--- src/rtl/fop_pkg.sv ---
// fop_pkg: shared types and constants for the fop accumulator processor.
//   - DATA_W / PC_W : accumulator and program-counter widths
//   - opcode_e      : 4-bit opcode encoding (A-E are undefined and run as NOP)
//   - state_e       : FSM states FETCH / EXEC / HALT
//   - instr_t       : 8-bit instruction {op, imm}
//   - program_t     : a full 16-entry program image
//   - PROGRAM       : the default program executed by fop_core
package fop_pkg;

    localparam int DATA_W    = 8;
    localparam int PC_W      = 4;
    localparam int ROM_DEPTH = 1 << PC_W;

    typedef enum logic [3:0] {
        OP_NOP  = 4'h0,
        OP_LDI  = 4'h1,
        OP_ADDI = 4'h2,
        OP_SUBI = 4'h3,
        OP_ANDI = 4'h4,
        OP_ORI  = 4'h5,
        OP_XORI = 4'h6,
        OP_JMP  = 4'h7,
        OP_JZ   = 4'h8,
        OP_OUT  = 4'h9,
        OP_HLT  = 4'hF
    } opcode_e;

    typedef enum logic [1:0] {
        FETCH,
        EXEC,
        HALT
    } state_e;

    typedef struct packed {
        opcode_e    op;
        logic [3:0] imm;
    } instr_t;

    typedef instr_t [ROM_DEPTH-1:0] program_t;

    // Counts acc down from 2, emitting it on each pass, and halts once it hits zero.
    function automatic program_t default_program();
        program_t p;
        p    = '0;
        p[0] = '{op: OP_LDI,  imm: 4'd2};
        p[1] = '{op: OP_OUT,  imm: 4'd0};
        p[2] = '{op: OP_SUBI, imm: 4'd1};
        p[3] = '{op: OP_JZ,   imm: 4'd5};
        p[4] = '{op: OP_JMP,  imm: 4'd1};
        p[5] = '{op: OP_HLT,  imm: 4'd0};
        return p;
    endfunction

    localparam program_t PROGRAM = default_program();

endpackage

--- src/rtl/fop_if.sv ---
// fop_if: enable input and observation outputs of fop_core.
//   enable    : 1 = advance the core, 0 = hold all state
//   pc_o      : current program counter
//   acc_o     : current accumulator
//   out_data  : value written by the last OUT instruction
//   out_valid : one-cycle pulse when out_data is updated
//   halted    : 1 once HLT has executed, until reset
// modport master drives enable and observes; modport slave is the core side.
interface fop_if;

    logic                        enable;
    logic [fop_pkg::PC_W-1:0]    pc_o;
    logic [fop_pkg::DATA_W-1:0]  acc_o;
    logic [fop_pkg::DATA_W-1:0]  out_data;
    logic                        out_valid;
    logic                        halted;

    modport master (
        output enable,
        input  pc_o, acc_o, out_data, out_valid, halted
    );

    modport slave (
        input  enable,
        output pc_o, acc_o, out_data, out_valid, halted
    );

endinterface

--- src/rtl/fop_rom.sv ---
// fop_rom: combinational 16x8 program lookup.
//   PROG   : program image (defaults to fop_pkg::PROGRAM)
//   addr_i : word index (the program counter)
//   data_o : instruction stored at addr_i
module fop_rom
    import fop_pkg::*;
#(
    parameter program_t PROG = PROGRAM
) (
    input  logic [PC_W-1:0] addr_i,
    output instr_t          data_o
);

    assign data_o = PROG[addr_i];

endmodule

--- src/rtl/fop_core.sv ---
// fop_core: minimal accumulator processor. Each instruction takes two enabled
// cycles (FETCH then EXEC); HLT parks the FSM in HALT until reset.
//   clk   : rising-edge clock
//   reset : asynchronous, active-low (0 = in reset)
//   bus   : fop_if.slave -- enable in; pc_o, acc_o, out_data, out_valid,
//           halted out (all driven straight from registers)
//   PROG  : program image, overridable to run alternative programs
module fop_core
    import fop_pkg::*;
#(
    parameter program_t PROG = PROGRAM
) (
    input  logic clk,
    input  logic reset,
    fop_if.slave bus
);

    state_e              state_q;
    logic [PC_W-1:0]     pc_q;
    logic [PC_W-1:0]     pc_d;
    logic [DATA_W-1:0]   acc_q;
    logic [DATA_W-1:0]   acc_d;
    logic [DATA_W-1:0]   imm_ext;
    instr_t              ir_q;
    instr_t              rom_data;
    logic [DATA_W-1:0]   out_data_q;
    logic                out_valid_q;
    logic                halted_q;

    fop_rom #(.PROG(PROG)) u_rom (
        .addr_i (pc_q),
        .data_o (rom_data)
    );

    // Execute-stage datapath: the accumulator and pc values an EXEC edge commits.
    always_comb begin
        // NOTE: every output gets a default before the case so no path leaves
        // it unassigned; otherwise synthesis infers a latch.
        imm_ext = DATA_W'(ir_q.imm);
        acc_d   = acc_q;
        pc_d    = pc_q + 1'b1;
        case (ir_q.op)
            OP_LDI:  acc_d = imm_ext;
            OP_ADDI: acc_d = acc_q + imm_ext;
            OP_SUBI: acc_d = acc_q - imm_ext;
            OP_ANDI: acc_d = acc_q & imm_ext;
            OP_ORI:  acc_d = acc_q | imm_ext;
            OP_XORI: acc_d = acc_q ^ imm_ext;
            OP_JMP:  pc_d  = ir_q.imm;
            OP_JZ:   if (acc_q == '0) pc_d = ir_q.imm;
            OP_HLT:  pc_d  = pc_q;          // pc stays on the HLT word
            default: ;                      // NOP, OUT and undefined opcodes
        endcase
    end

    always_ff @(posedge clk or negedge reset) begin
        if (!reset) begin
            state_q     <= FETCH;
            pc_q        <= '0;
            acc_q       <= '0;
            ir_q        <= '0;
            out_data_q  <= '0;
            out_valid_q <= 1'b0;
            halted_q    <= 1'b0;
        end else begin
            // NOTE: non-blocking assignments so every register samples the
            // pre-edge values; blocking here would create ordering races.
            // out_valid only survives one edge; held cycles also force it low.
            out_valid_q <= 1'b0;
            if (bus.enable) begin
                case (state_q)
                    FETCH: begin
                        ir_q    <= rom_data;
                        state_q <= EXEC;
                    end
                    EXEC: begin
                        acc_q <= acc_d;
                        pc_q  <= pc_d;
                        if (ir_q.op == OP_OUT) begin
                            out_data_q  <= acc_q;
                            out_valid_q <= 1'b1;
                        end
                        if (ir_q.op == OP_HLT) begin
                            state_q  <= HALT;
                            halted_q <= 1'b1;
                        end else begin
                            state_q <= FETCH;
                        end
                    end
                    HALT:    state_q <= HALT;
                    default: state_q <= FETCH;
                endcase
            end
        end
    end

    assign bus.pc_o      = pc_q;
    assign bus.acc_o     = acc_q;
    assign bus.out_data  = out_data_q;
    assign bus.out_valid = out_valid_q;
    assign bus.halted    = halted_q;

endmodule

--- src/flat_wrapper.sv ---
// flat-port wrapper written by rule: the top's interface ports become plain ports
module fop_core_flat import fop_pkg::*;
#(
    parameter program_t PROG = PROGRAM
)
  (clk, reset, bus_enable, bus_pc_o, bus_acc_o, bus_out_data, bus_out_valid, bus_halted);
  fop_if bus_i ();
  input  logic clk;
  input  logic reset;
  input wire logic [$bits(bus_i.enable)-1:0] bus_enable;
  output wire logic [$bits(bus_i.pc_o)-1:0] bus_pc_o;
  output wire logic [$bits(bus_i.acc_o)-1:0] bus_acc_o;
  output wire logic [$bits(bus_i.out_data)-1:0] bus_out_data;
  output wire logic [$bits(bus_i.out_valid)-1:0] bus_out_valid;
  output wire logic [$bits(bus_i.halted)-1:0] bus_halted;
  assign bus_i.enable = bus_enable;
  assign bus_pc_o = bus_i.pc_o;
  assign bus_acc_o = bus_i.acc_o;
  assign bus_out_data = bus_i.out_data;
  assign bus_out_valid = bus_i.out_valid;
  assign bus_halted = bus_i.halted;
  fop_core #(.PROG(PROG)) u_core (.clk(clk), .reset(reset), .bus(bus_i));
endmodule
--- config.mk ---
export PLATFORM = sky130hd
export DESIGN_NAME = fop_core_flat
export DESIGN_NICKNAME = d
export VERILOG_FILES = /design/src/rtl/fop_pkg.sv /design/src/rtl/fop_if.sv /design/src/rtl/fop_rom.sv /design/src/rtl/fop_core.sv /design/src/flat_wrapper.sv
export SDC_FILE = /design/constraint.sdc
export NUM_CORES = 1
export LEC_CHECK = 0
export CAP_MARGIN = 20
export CELL_PAD_IN_SITES_DETAIL_PLACEMENT = 1
export CELL_PAD_IN_SITES_GLOBAL_PLACEMENT = 1
export CORE_ASPECT_RATIO = 1.2
export CORE_MARGIN = 5
export CORE_UTILIZATION = 35
export DETAILED_ROUTE_END_ITERATION = 16
export PLACE_DENSITY_LB_ADDON = 0.1
export RECOVER_POWER = 25
export SLEW_MARGIN = 20
export SYNTH_ARGS = -nofsm -noshare
export SYNTH_HDL_FRONTEND = slang
export SYNTH_SLANG_ARGS = --single-unit
--- constraint.sdc ---
create_clock -name clk -period 3.01 [get_ports clk]
set_clock_uncertainty 0.2 [all_clocks]
set_input_delay 0.4515 -clock clk [delete_from_list [all_inputs] [get_ports clk]]
set_output_delay 0.4515 -clock clk [all_outputs]
set_load 0.1 [all_outputs]
Word level (Yosys, flattened, before mapping)
Memories as Yosys holds them, arrays and structs flattened. A register that Yosys moved wholly into a read port is not among the register bits.
Cells that the tools add are included.
{"block": "totals", "register_bits": 24, "romBits": 128, "inputBits": 3, "output_inout_bits": 22, "memories": 1}
{"memory": "(name not given)", "depth": 16, "width": 8, "rd": 1, "rd_ports_with_merged_regs": 1, "wr": 0, "line": "fop_rom.sv:14", "text": "assign data_o = PROG[addr_i];"}
{"block": "op_classes", "add_sub_neg": 3, "n_eq_ne": 12, "mux": 8, "bitwise": 4, "n_reduce_logical": 9}
{"cell": "$pmux W8 S6", "count": 1}
{"cell": "$eq A4 B3 Y1 const B", "count": 4}
{"cell": "$eq A4 B4 Y1 const B", "count": 3}
{"cell": "$pmux W4 S3", "count": 1}
{"cell": "$reduce_and A3 Y1", "count": 4}
{"cell": "$add A8 B4 Y8", "count": 1}
{"cell": "$and A8 B4 Y8", "count": 1}
{"cell": "$eq A4 B2 Y1 const B", "count": 2}
{"cell": "$logic_not A8 Y1", "count": 1}
{"cell": "$or A8 B4 Y8", "count": 1}
{"cell": "$sub A8 B4 Y8", "count": 1}
{"cell": "$xor A8 B4 Y8", "count": 1}
{"cell": "$pmux W2 S3", "count": 1}
{"cell": "$reduce_bool A6 Y1", "count": 1}
{"cell": "$add A4 B1 Y4 const B", "count": 1}
{"cell": "$eq A4 B1 Y1 const B", "count": 1}
{"cell": "$mux W4", "count": 1}
{"cell": "$mux W1", "count": 3}
{"cell": "$eq A2 B1 Y1 const B", "count": 1}
{"cell": "$eq A2 B2 Y1 const B", "count": 1}
{"cell": "$logic_not A2 Y1", "count": 1}
{"cell": "$mux W2", "count": 1}
{"cell": "$reduce_and A2 Y1", "count": 1}
{"cell": "$logic_not A1 Y1", "count": 1}
{"cell": "$not A1 Y1", "count": 1}

Depth between registers and ports, before layout
{"block": "logic_depth", "ltp_word": 4, "depth_mapped": 13, "mapped_depth_nobuf": 12}

Cells and area by module
A second synthesis with hierarchy kept.
{"block": "unflattened", "cells_unflattened": 234, "hier_area_um2": 2172.1}
{"module": "fop_core", "n_inst": 1, "cells_each": 220, "area_each_um2": 2077.0, "seq_area_each_um2": 800.8}
{"module": "fop_rom", "n_inst": 1, "cells_each": 14, "area_each_um2": 95.1, "seq_area_each_um2": 0.0}

Worst setup path before layout
No wires, ideal clock.
{"block": "synth_timing", "path_type": "register to register", "start": "register u_core.acc_q[0] (netlist: u_core.bus.acc_o[0])", "end": "register u_core.acc_q[6] (netlist: u_core.bus.acc_o[6])", "t_arrival_ns": 2.526, "t_required_ns": 2.688, "setup_slack_ns": 0.162, "path_stages_with_launch": 10, "path_buffers": 0, "synth_period_minus_slack_ns": 2.848, "path_cell_list": "dfrtp_1 -> inv_1 -> ha_1 -> fa_1 -> nand2b_1 -> a21oi_1 -> o21a_1 -> nor2_1 -> xnor2_1 -> a22o_1"}
{"block": "synth_via", "elab_chain_cells": 2, "elab_cells_between_ends": 3}
{"item": "start, declared", "line": "fop_core.sv:21", "text": "logic [DATA_W-1:0] acc_q;"}
{"item": "start signal, assigned", "line": "fop_core.sv:60", "text": "acc_q <= '0;"}
{"item": "start signal, assigned", "line": "fop_core.sv:77", "text": "acc_q <= acc_d;"}
{"item": "$sub A8 B4 Y8 or $add A8 B4 Y8 (tied branches)", "line": "fop_core.sv:45, fop_core.sv:44"}
{"item": "$pmux W8 S6 *", "line": "fop_core.sv:42", "text": "case (ir_q.op)"}
Every way passes the cells marked *; elsewhere a longest branch is shown, timed or not.
A chain may end at the register's enable or synchronous reset.

Worst setup path in the final report
{"block": "layout_timing", "start": "register u_core.ir_q[7] (netlist bit)", "end": "register u_core.acc_q[6] (netlist: u_core.bus.acc_o[6])"}
{"block": "layout_via", "elab_chain_cells": 3, "elab_cells_between_ends": 9}
{"item": "start, declared", "line": "fop_core.sv:24", "text": "instr_t ir_q;"}
{"item": "start signal, assigned", "line": "fop_core.sv:73", "text": "ir_q <= rom_data;"}
{"item": "$eq A4 B1 Y1, or another cell as far along", "line": "fop_core.sv:42"}
{"item": "$reduce_bool A6 Y1 (no source line)"}
{"item": "$reduce_and A3 Y1 (no source line)"}
Parallel ways exist; a longest one is shown, timed or not.

==> flow_summary.ini <==
[worst_setup_path]
critPathRequiredTime_ps = 2970
critPathKind = register to register
arrival_ps = 2650
path_max_fanout = 6
cp-end-kind = register
start_kind = register

[run]
maxCapViolCount = 1

[timing]
rsz0062_at_grt = false
drv_slew = 32
setup-tns-final_ps = 0
fmax_mhz = 372
setup_ws_ps = 321
setup_violations = 0
tightest_slew_ps = 1730
finalCriticalPeriod_ps = 2690
relSlewSlack_pct = -15.1
hold_slack_ps = 269
fin_crit_sh_pct = 89.3
hold_violations = 0

[outcome]
outcome = complete, but fails checks
violations = capacitance limit, slew limit

[placed_design]
placed_cells = 303
dp_slack_ps = 350
portBuffers = 24
placed_area_um2 = 2250
hpwl_um = 3970
gp_congestion = 0.839

[power]
clkPwrFrac_pct = 20.1
p_int_mw = 0.871
seqPwrFrac_pct = 32.6
p_leak_nw = 1.12
combinationalPowerShare_pct = 47.3
vdd_drop_max_mv = 0.587
power.density_nw_per_um2 = 704
switching_power_mw = 0.770
swShare_pct = 46.9

[layout]
syn_to_final_growth_pct = 15.8
antenna_cells = 0
final_cells = 310
final_area_um2 = 2330
final_layout_size_suffix_gt1_share_pct = 16.3
multi_input_area_um2 = 1100
final_net_count = 270
final-seq-area_um2 = 776
n_fill_cell = 682

[drt]
drt_pass1_iterations = 4
detail_route.wl_per_cell_um = 16.2
wirelength_um = 5040
drc = 0
vias = 1651
ant_nets = 0
drt_iter0_drc = 43
viasPerCell = 5.33

[global_routing]
grt_use_total_pct = 14.6
use_met3_pct = 3.28
grt_pass1_wl_um = 8540
grt_max_degree = 32
grtUsageMet1_pct = 16.9
grt_overflow = 0
grtUsageMet2_pct = 27.5
grt_pass1_vias = 1758
antenna_found_initial = 0
grt_busiest_layer = met2

[synth]
yosys_most_used_dff = dfrtp_1
synth_edf_count = 0
yosys_warnings = 0
ys_ff_latch = 31
ys_seq_area_share_pct = 38.5
yosysUniqueCellTypes = 41
avgSynthCellArea_um2 = 9.24
async_flop_share_pct = 100
syn-cell-area_um2 = 2010
syn_inst = 218
synth_nets = 242

[die]
core_area_um2 = 5630
start_util_pct = 35.8
io_pins = 25
placementRows = 30
die_h_um = 93.1
die_x_um = 79.3
die_area_um2 = 7380

[clock_tree]
cts_tree = built
postCtsSetupBuffers = 0
holdBufCountCts = 0
cts_num_sinks = 31
clock_path_buffers = 2
htree_levels = 2
cts_resized = 0
root_buffer = clkbuf_8
clk_pin_slew_ps = 70
insertion_delay_ps = 280
cts_buffers = 5

[min_path]
hold_path_class = register to register
==> synth_stat cells, types with 3 or more instances <==
master	number	area (um^2)
nand3_1	6	30.0
a21o_1	3	22.5
nand2_1	37	139
clkbuf_1	4	15.0
nand2b_1	7	43.8
o22ai_1	3	18.8
xnor2_1	3	26.3
dfrtp_1	31	776
a21oi_1	12	60.1
clkbuf_8	3	41.3
o21ai_0	13	65.1
nor2_1	11	41.3
a22o_1	4	35.0
mux2i_1	7	70.1
ha_1	20	250
o31ai_1	5	37.5
inv_1	15	56.3
==> through the flow <==
stage | utilization [%] | power [mW]
after global routing | 41.4 | 1.75
after global placement | 39.9 | 1.33
after detailed placement | 39.9 | 1.33
final | 41.4 | 1.64
after floorplan | - | 1.15
after CTS | 41.5 | 1.67
==> cell type report <==
type | instances | share of cell area (%)
Tap cell | 64 | 3.43
Sequential cell | 31 | 33.3
Multi-Input combinational cell | 162 | 47.1
Clock buffer | 6 | 3.54
Inverter | 15 | 2.41
Timing Repair Buffer | 31 | 10.0
Clock inverter | 1 | 0.215
==> layer usage <==
metal	up-vias	part of all wire (%)
li1	815	-
met1	811	43
met2	21	54
met3	4	2.5
met4	0	0.52
met5	-	0
==> critical path, stage by stage (launching register included) <==
cell	delay [ps]
dfrtp_1	370
nor2_1	140
nand3_1	210
a21o_1	270
fa_1	430
nand2b_1	170
a21oi_1	240
o21a_1	160
nor2_1	50
xnor2_1	130
a22o_1	200
==> power by group through the flow <==
| stage | Sequential [mW] | Combinational, mW | Clock [mW] |
|---|---|---|---|
| CTS | 0.537 | 0.793 | 0.345 |
| finish | 0.535 | 0.777 | 0.330 |
| global placement | 0.544 | 0.785 | 0 |
| global route | 0.548 | 0.846 | 0.360 |
| detailed placement | 0.544 | 0.789 | 0 |
| floorplan | 0.788 | 0.360 | 0 |
==> state kept, by name (all words and copies together) (netlist names) <==
signal / cells
u_core.ir_q: 4
u_core.imm_ext: 3
u_core.bus.out_valid: 1
u_core.bus.acc_o: 8
u_core.bus.pc_o: 4
u_core.state_q: 2
u_core.bus.out_data: 8
u_core.bus.halted: 1
==> cell families after synthesis <==
family | Yosys count | share of synthesized area [%]
multiplexers | 10 | 5.34
adder cells (fa/ha/maj) | 21 | 13.4
XOR/XNOR | 5 | 2.17
buffers and inverters | 25 | 6.96
AND/OR/NAND/NOR | 75 | 17.3
AO/OA/AOI/OAI | 51 | 16.3
flip-flops | 31 | 38.5
==> worst paths after layout <==
path                              startpoint             endpoint  slack, ps  cells after the start
max                           u_core.ir_q[7]  u_core.bus.acc_o[6]        320                     10
min                        u_core.bus.halted    u_core.bus.halted        270                      1
max reg2reg                   u_core.ir_q[7]  u_core.bus.acc_o[6]        320                     10
min reg2reg                u_core.bus.halted    u_core.bus.halted        270                      1
max in group asynchronous              reset       u_core.ir_q[7]        650                      2
min in group asynchronous              reset   u_core.bus.pc_o[2]        970                      2
==> placed cells by master (no fill, tap or decap), drive strengths merged, types with 2 or more instances in the layout <==
| master | netlist | routed |
|---|---|---|
| or4 | 2 | 2 |
| ha | 20 | 20 |
| mux2 | 3 | 3 |
| and3 | 2 | 2 |
| a21o | 3 | 3 |
| dfrtp | 31 | 31 |
| or3 | 2 | 2 |
| o22ai | 3 | 3 |
| xnor2 | 3 | 3 |
| inv | 15 | 15 |
| nand2b | 7 | 7 |
| nand4 | 2 | 2 |
| buf | 3 | 28 |
| o21ai | 13 | 13 |
| xor2 | 2 | 2 |
| nand3 | 6 | 6 |
| o211ai | 2 | 2 |
| mux2i | 7 | 7 |
| nand2 | 37 | 37 |
| a21oi | 12 | 12 |
| o31ai | 5 | 5 |
| clkbuf | 7 | 7 |
| nor2 | 11 | 11 |
| a211oi | 2 | 2 |
| a22o | 4 | 4 |
| o41ai | 2 | 2 |
Note: power is estimated with default switching activity, not from simulation.
==> patch 1 (same settings) <==
Change the package constant `DATA_W` from 8 to 10.
--- a/src/rtl/fop_pkg.sv
+++ b/src/rtl/fop_pkg.sv
@@ -9,3 +9,3 @@
 
-    localparam int DATA_W    = 8;
+    localparam int DATA_W    = 10;
     localparam int PC_W      = 4;
Ports: changed (resized bus_acc_o and bus_out_data); port bits go from 25 to 29. No check against the original RTL was run, so the function may have changed too.
==> patch 1 against the original RTL <==
The run still ends with capacitance limit, slew limit left. Count of clock-buffer cells in the layout is 1 lower. Synthesized area is 13% higher. Sequential cell count is 4 higher. Hold slack better by 0.0028 ns. Global-route usage is 0.65 points higher. Critical path depth is 1 higher. Routed wire length is 19% higher. Utilization is 2.1 points higher. Maximum frequency is 6.2% lower. Final area is 19% higher. Worst setup slack worse by 0.18 ns. Critical endpoint is now u_core.bus.acc_o[8].
Power is not compared: it rests on default switching activity, and its combinational part moved more than twofold at a synthesized area within 25%.
==> patch 1: results (changes against the original RTL) <==
[global_routing]
grt_max_degree = 36  ; +13%
antenna_found_initial = 0  ; unchanged
grt_usage = 0.153  ; +0.00653
grt_pass1_wl_mm = 10.0  ; +18%

[logic_synthesis]
synthAdderAreaFrac = 0.130  ; -0.00392
yosys.area_share.xor_xnor = 0.0270  ; +0.00530
ys_seq_area_frac = 0.386  ; +0.00122
synth_cell_types = 48  ; +17%
yosys-top-cells-count = 35 x dfrtp_1, 25 x nand2_1, 22 x ha_1
muxShareOfSynthArea = 0.0795  ; +0.0261
synth_top_family_by_area = simple AND/OR/NAND/NOR gates
synth-compound-area-share = 0.156  ; -0.00772
synth_nets = 262  ; +8.3%
ys_async_sr_fraction = 1.00  ; unchanged
synth_area_leaders = dfrtp_1 39%, ha_1 12%, nand2_1 4.1%, mux2i_1 4.0%, o21ai_1 2.6%

[critical_path]
path_delay_family = adder cells
critical_path.max_fanout = 4  ; -2
max_stage_delay_ns = 0.46  ; +0.03 ns
crit_path_top_delay_cell = or4_1
worst_r2r_path_depth = 11  ; +1
cp.arrival_ns = 2.84  ; +0.19 ns

[run_status]
violations = capacitance limit, slew limit
status = finished, violations left

[cells_and_area]
fill_cells = 736  ; +7.9%
antenna_cells = 0  ; unchanged
layout-drive-gt1-share = 0.272  ; +0.109
nets = 301  ; +11%

[pwr]
switching_share = 0.548
max-vdd-ir-drop_uv = 431
p_leak_uw = 0.00127
finalPower_uw = 2750
clkPwrFrac = 0.127
combinationalPower_uw = 1680

[detailed_routing]
vias = 1865  ; +13%
dr.first_iter.drc_count = 48  ; +12%
wl_per_cell_um = 16.6  ; +1.9%
drtPass1Iterations = 3  ; -1

[placed_design]
numPortBuffers = 28  ; +17%
gp_congestion = 0.794  ; -5.3%
place_hpwl_mm = 4.56  ; +15%
pre_cts_ws_ns = 0.0443  ; -0.306 ns

[timing]
slew_viol_final = 36  ; +13%
maxSlewHeadroom = -0.326  ; -0.175

[cts]
clock_latency_ns = 0.29
clk_pin_slew_ns = 0.09  ; +0.02 ns
root_buffer = clkbuf_8
cts_max_level = 2  ; unchanged

[hold_path]
hp-class = flip-flop to flip-flop

[run]
maxCapViolations = 1  ; unchanged

==> patch 1: metal layers <==
layer | GRT usage | routed length, µm | vias up
li1 | - | - | 917
met1 | 0.182 | 2580 | 913
met4 | 0.0371 | 45 | 0
met3 | 0.0278 | 202 | 7
met5 | 0 | 0 | -
met2 | 0.283 | 3150 | 28
==> patch 1: timing repair <==
item,in CTS,in global routing
setup endpoints to repair,0,2
gates resized for setup,0,14
hold buffers,0,0
buffers inserted,0,4
==> patch 1: final cells by class <==
cell class | count | area share
Timing Repair Buffer | 43 | 0.116
Clock inverter | 3 | 0.00722
Inverter | 17 | 0.0230
Sequential cell | 35 | 0.317
Multi-Input combinational cell | 173 | 0.474
Tap cell | 85 | 0.0384
Clock buffer | 5 | 0.0248
==> patch 1: through the flow <==
stage           util  instance area [µm²]  cells
2_1_floorplan      -                 2270    236
3_3_place_gp   0.410                 2610    349
3_5_place_dp   0.410                 2610    349
4_1_cts        0.424                 2700    357
5_1_grt        0.436                 2770    361
6_report       0.436                 2770    361
==> patch 1: worst paths after layout <==
check | from | endpoint | slack, ns
max reg2reg | u_core.imm_ext[0] | u_core.bus.acc_o[8] | 0.14
max | u_core.imm_ext[0] | u_core.bus.acc_o[8] | 0.14
min reg2reg | u_core.bus.halted | u_core.bus.halted | 0.27
min | u_core.bus.halted | u_core.bus.halted | 0.27
min in group asynchronous | reset | u_core.bus.pc_o[0] | 0.52
max in group asynchronous | reset | u_core.bus.acc_o[0] | 0.81
==> patch 1: worst register-to-register path, delay by kind of cell, from the launching register on <==
kind / cells / cell delay [ns]
AND/OR/NAND/NOR: 2 / 0.53
XOR/XNOR: 1 / 0.09
adder cells (fa/ha/maj): 3 / 0.68
AO/OA/AOI/OAI: 3 / 0.62
multiplexers: 1 / 0.15
flip-flops: 1 / 0.40
buffers and inverters: 1 / 0.08
==> patch 2 (same settings) <==
Without the edit above. Re-encode `state_e` (3 states) as one-hot, 3 bits wide.
--- a/src/rtl/fop_pkg.sv
+++ b/src/rtl/fop_pkg.sv
@@ -27,6 +27,6 @@
 
-    typedef enum logic [1:0] {
-        FETCH,
-        EXEC,
-        HALT
+    typedef enum logic [2:0] {
+        FETCH = 3'b001,
+        EXEC  = 3'b010,
+        HALT  = 3'b100
     } state_e;
Behaviour: no difference found for any inputs over 10 cycles, from zero or initial values and one cycle with reset low; not proved beyond that.
==> patch 2 against the original RTL <==
The run still ends with capacitance limit, slew limit left. Worst setup slack got worse by 0.13 ns. Global-route usage rose by 1.7 points. Sequential cell count grew 1. Final area is 8.8% higher. Synthesized area is 5.0% higher. First-iteration DRC count down 23%. Routed wire length up 12%. Critical path depth unchanged.
Power is not shown: default switching activity piles up to over one toggle a cycle in this logic, so the estimate is an artifact.
==> patch 2: results (changes against the original RTL) <==
[timing]
period_needed_ns = 2.82  ; +0.130 ns
fin_hold_ws_ns = 0.280  ; +0.0107 ns
maxSlewHeadroom = -0.231  ; -0.0801
slew_viol_final = 33  ; +3.1%

[cells_and_area]
fill_cells = 734  ; +7.6%
nets = 278  ; +3.0%
layout.cells.non_filler = 337  ; +8.7%
layout-drive-gt1-share = 0.196  ; +0.0335
post-route-util = 0.425  ; +0.0106

[logic_synthesis]
synthAdderAreaFrac = 0.128  ; -0.00635
ys_seq_area_frac = 0.379  ; -0.00580
syn_inst = 221  ; +1.4%
yosys-top-cells-count = 31 x dfrtp_1, 25 x nand2_1, 20 x ha_1
synth_nets = 245  ; +1.2%
synth-compound-area-share = 0.194  ; +0.0307
ys_warn_count = 0  ; unchanged
synth_area_leaders = dfrtp_1 37%, ha_1 12%, nand2_1 4.4%, mux2i_1 4.3%, mux2_2 3.7%
yosys.area_share.xor_xnor = 0.00414  ; -0.0176
synth_cell_types = 46  ; +12%
muxShareOfSynthArea = 0.0799  ; +0.0265

[hold_path]
holdCritStartpoint = u_core.bus.out_data[0]
min_to = u_core.bus.out_data[0]
whs_path_depth = 2  ; +1

[critical_path]
reg2reg_to = u_core.bus.acc_o[7]
cp.arrival_ns = 2.79  ; +0.14 ns
reg2reg_slack_ns = 0.19  ; -0.13 ns
max_stage_delay_ns = 0.38  ; -0.05 ns
worst_r2r_path_depth = 10  ; unchanged
critical_path.startpoint = u_core.ir_q[6]
critical_path.max_fanout = 4  ; -2

[cts]
root_buffer = clkbuf_8
clock_path_buffers = 2  ; unchanged
cts_resized = 0  ; unchanged

[placed_design]
gp_congestion = 0.772  ; -8.1%
place_hpwl_mm = 4.31  ; +8.7%
pre_cts_ws_ns = 0.181  ; -0.169 ns
dpl_cell_area_um2 = 2450  ; +8.8%
placed_cells = 329  ; +8.6%

[run]
maxCapViolations = 1  ; unchanged

[global_routing]
grt_pass1_wl_mm = 9.69  ; +13%
grt_util_met1 = 0.203  ; +0.0342
grt_use_met3 = 0.0255  ; -0.00724
grt_pass1_vias = 1908  ; +8.5%
grt_max_degree = 33  ; +3.1%
grtUsageMet2 = 0.290  ; +0.0144

[detailed_routing]
met3_wirelength_um = 107  ; -14%
dr.first_iter.drc_count = 33  ; -23%
wl_per_cell_um = 16.7  ; +2.9%
met1Wirelength_mm = 2.57  ; +19%
wl_met2_mm = 2.89  ; +5.6%
vias = 1773  ; +7.4%

[run_status]
violations = capacitance limit, slew limit
status = finished, violations left

==> patch 2: cell count changes after synthesis, moves of 5 or more <==
| cell | delta |
|---|---|
| mux2_2 | +5 |
| nand2_1 | -12 |
| nand2b_1 | -5 |
| nor3_1 | +6 |
| o21a_1 | +7 |
==> patch 2: layout make-up <==
type / instances / area share
well taps: 82 / 0.0404
clock inverters: 1 / 0.00296
repair buffers: 34 / 0.101
inverters: 15 / 0.0222
clock buffers: 7 / 0.0340
multi-input cells: 166 / 0.483
flip-flops and latches: 32 / 0.316
==> patch 2: logic make-up (layout without fill, tap and decap cells) <==
kind of cell / Yosys count / count (layout)
buffers and inverters: 23 / 57
flip-flops: 32 / 32
adder cells (fa/ha/maj): 21 / 21
AO/OA/AOI/OAI: 58 / 58
XOR/XNOR: 1 / 1
multiplexers: 16 / 16
AND/OR/NAND/NOR: 70 / 70
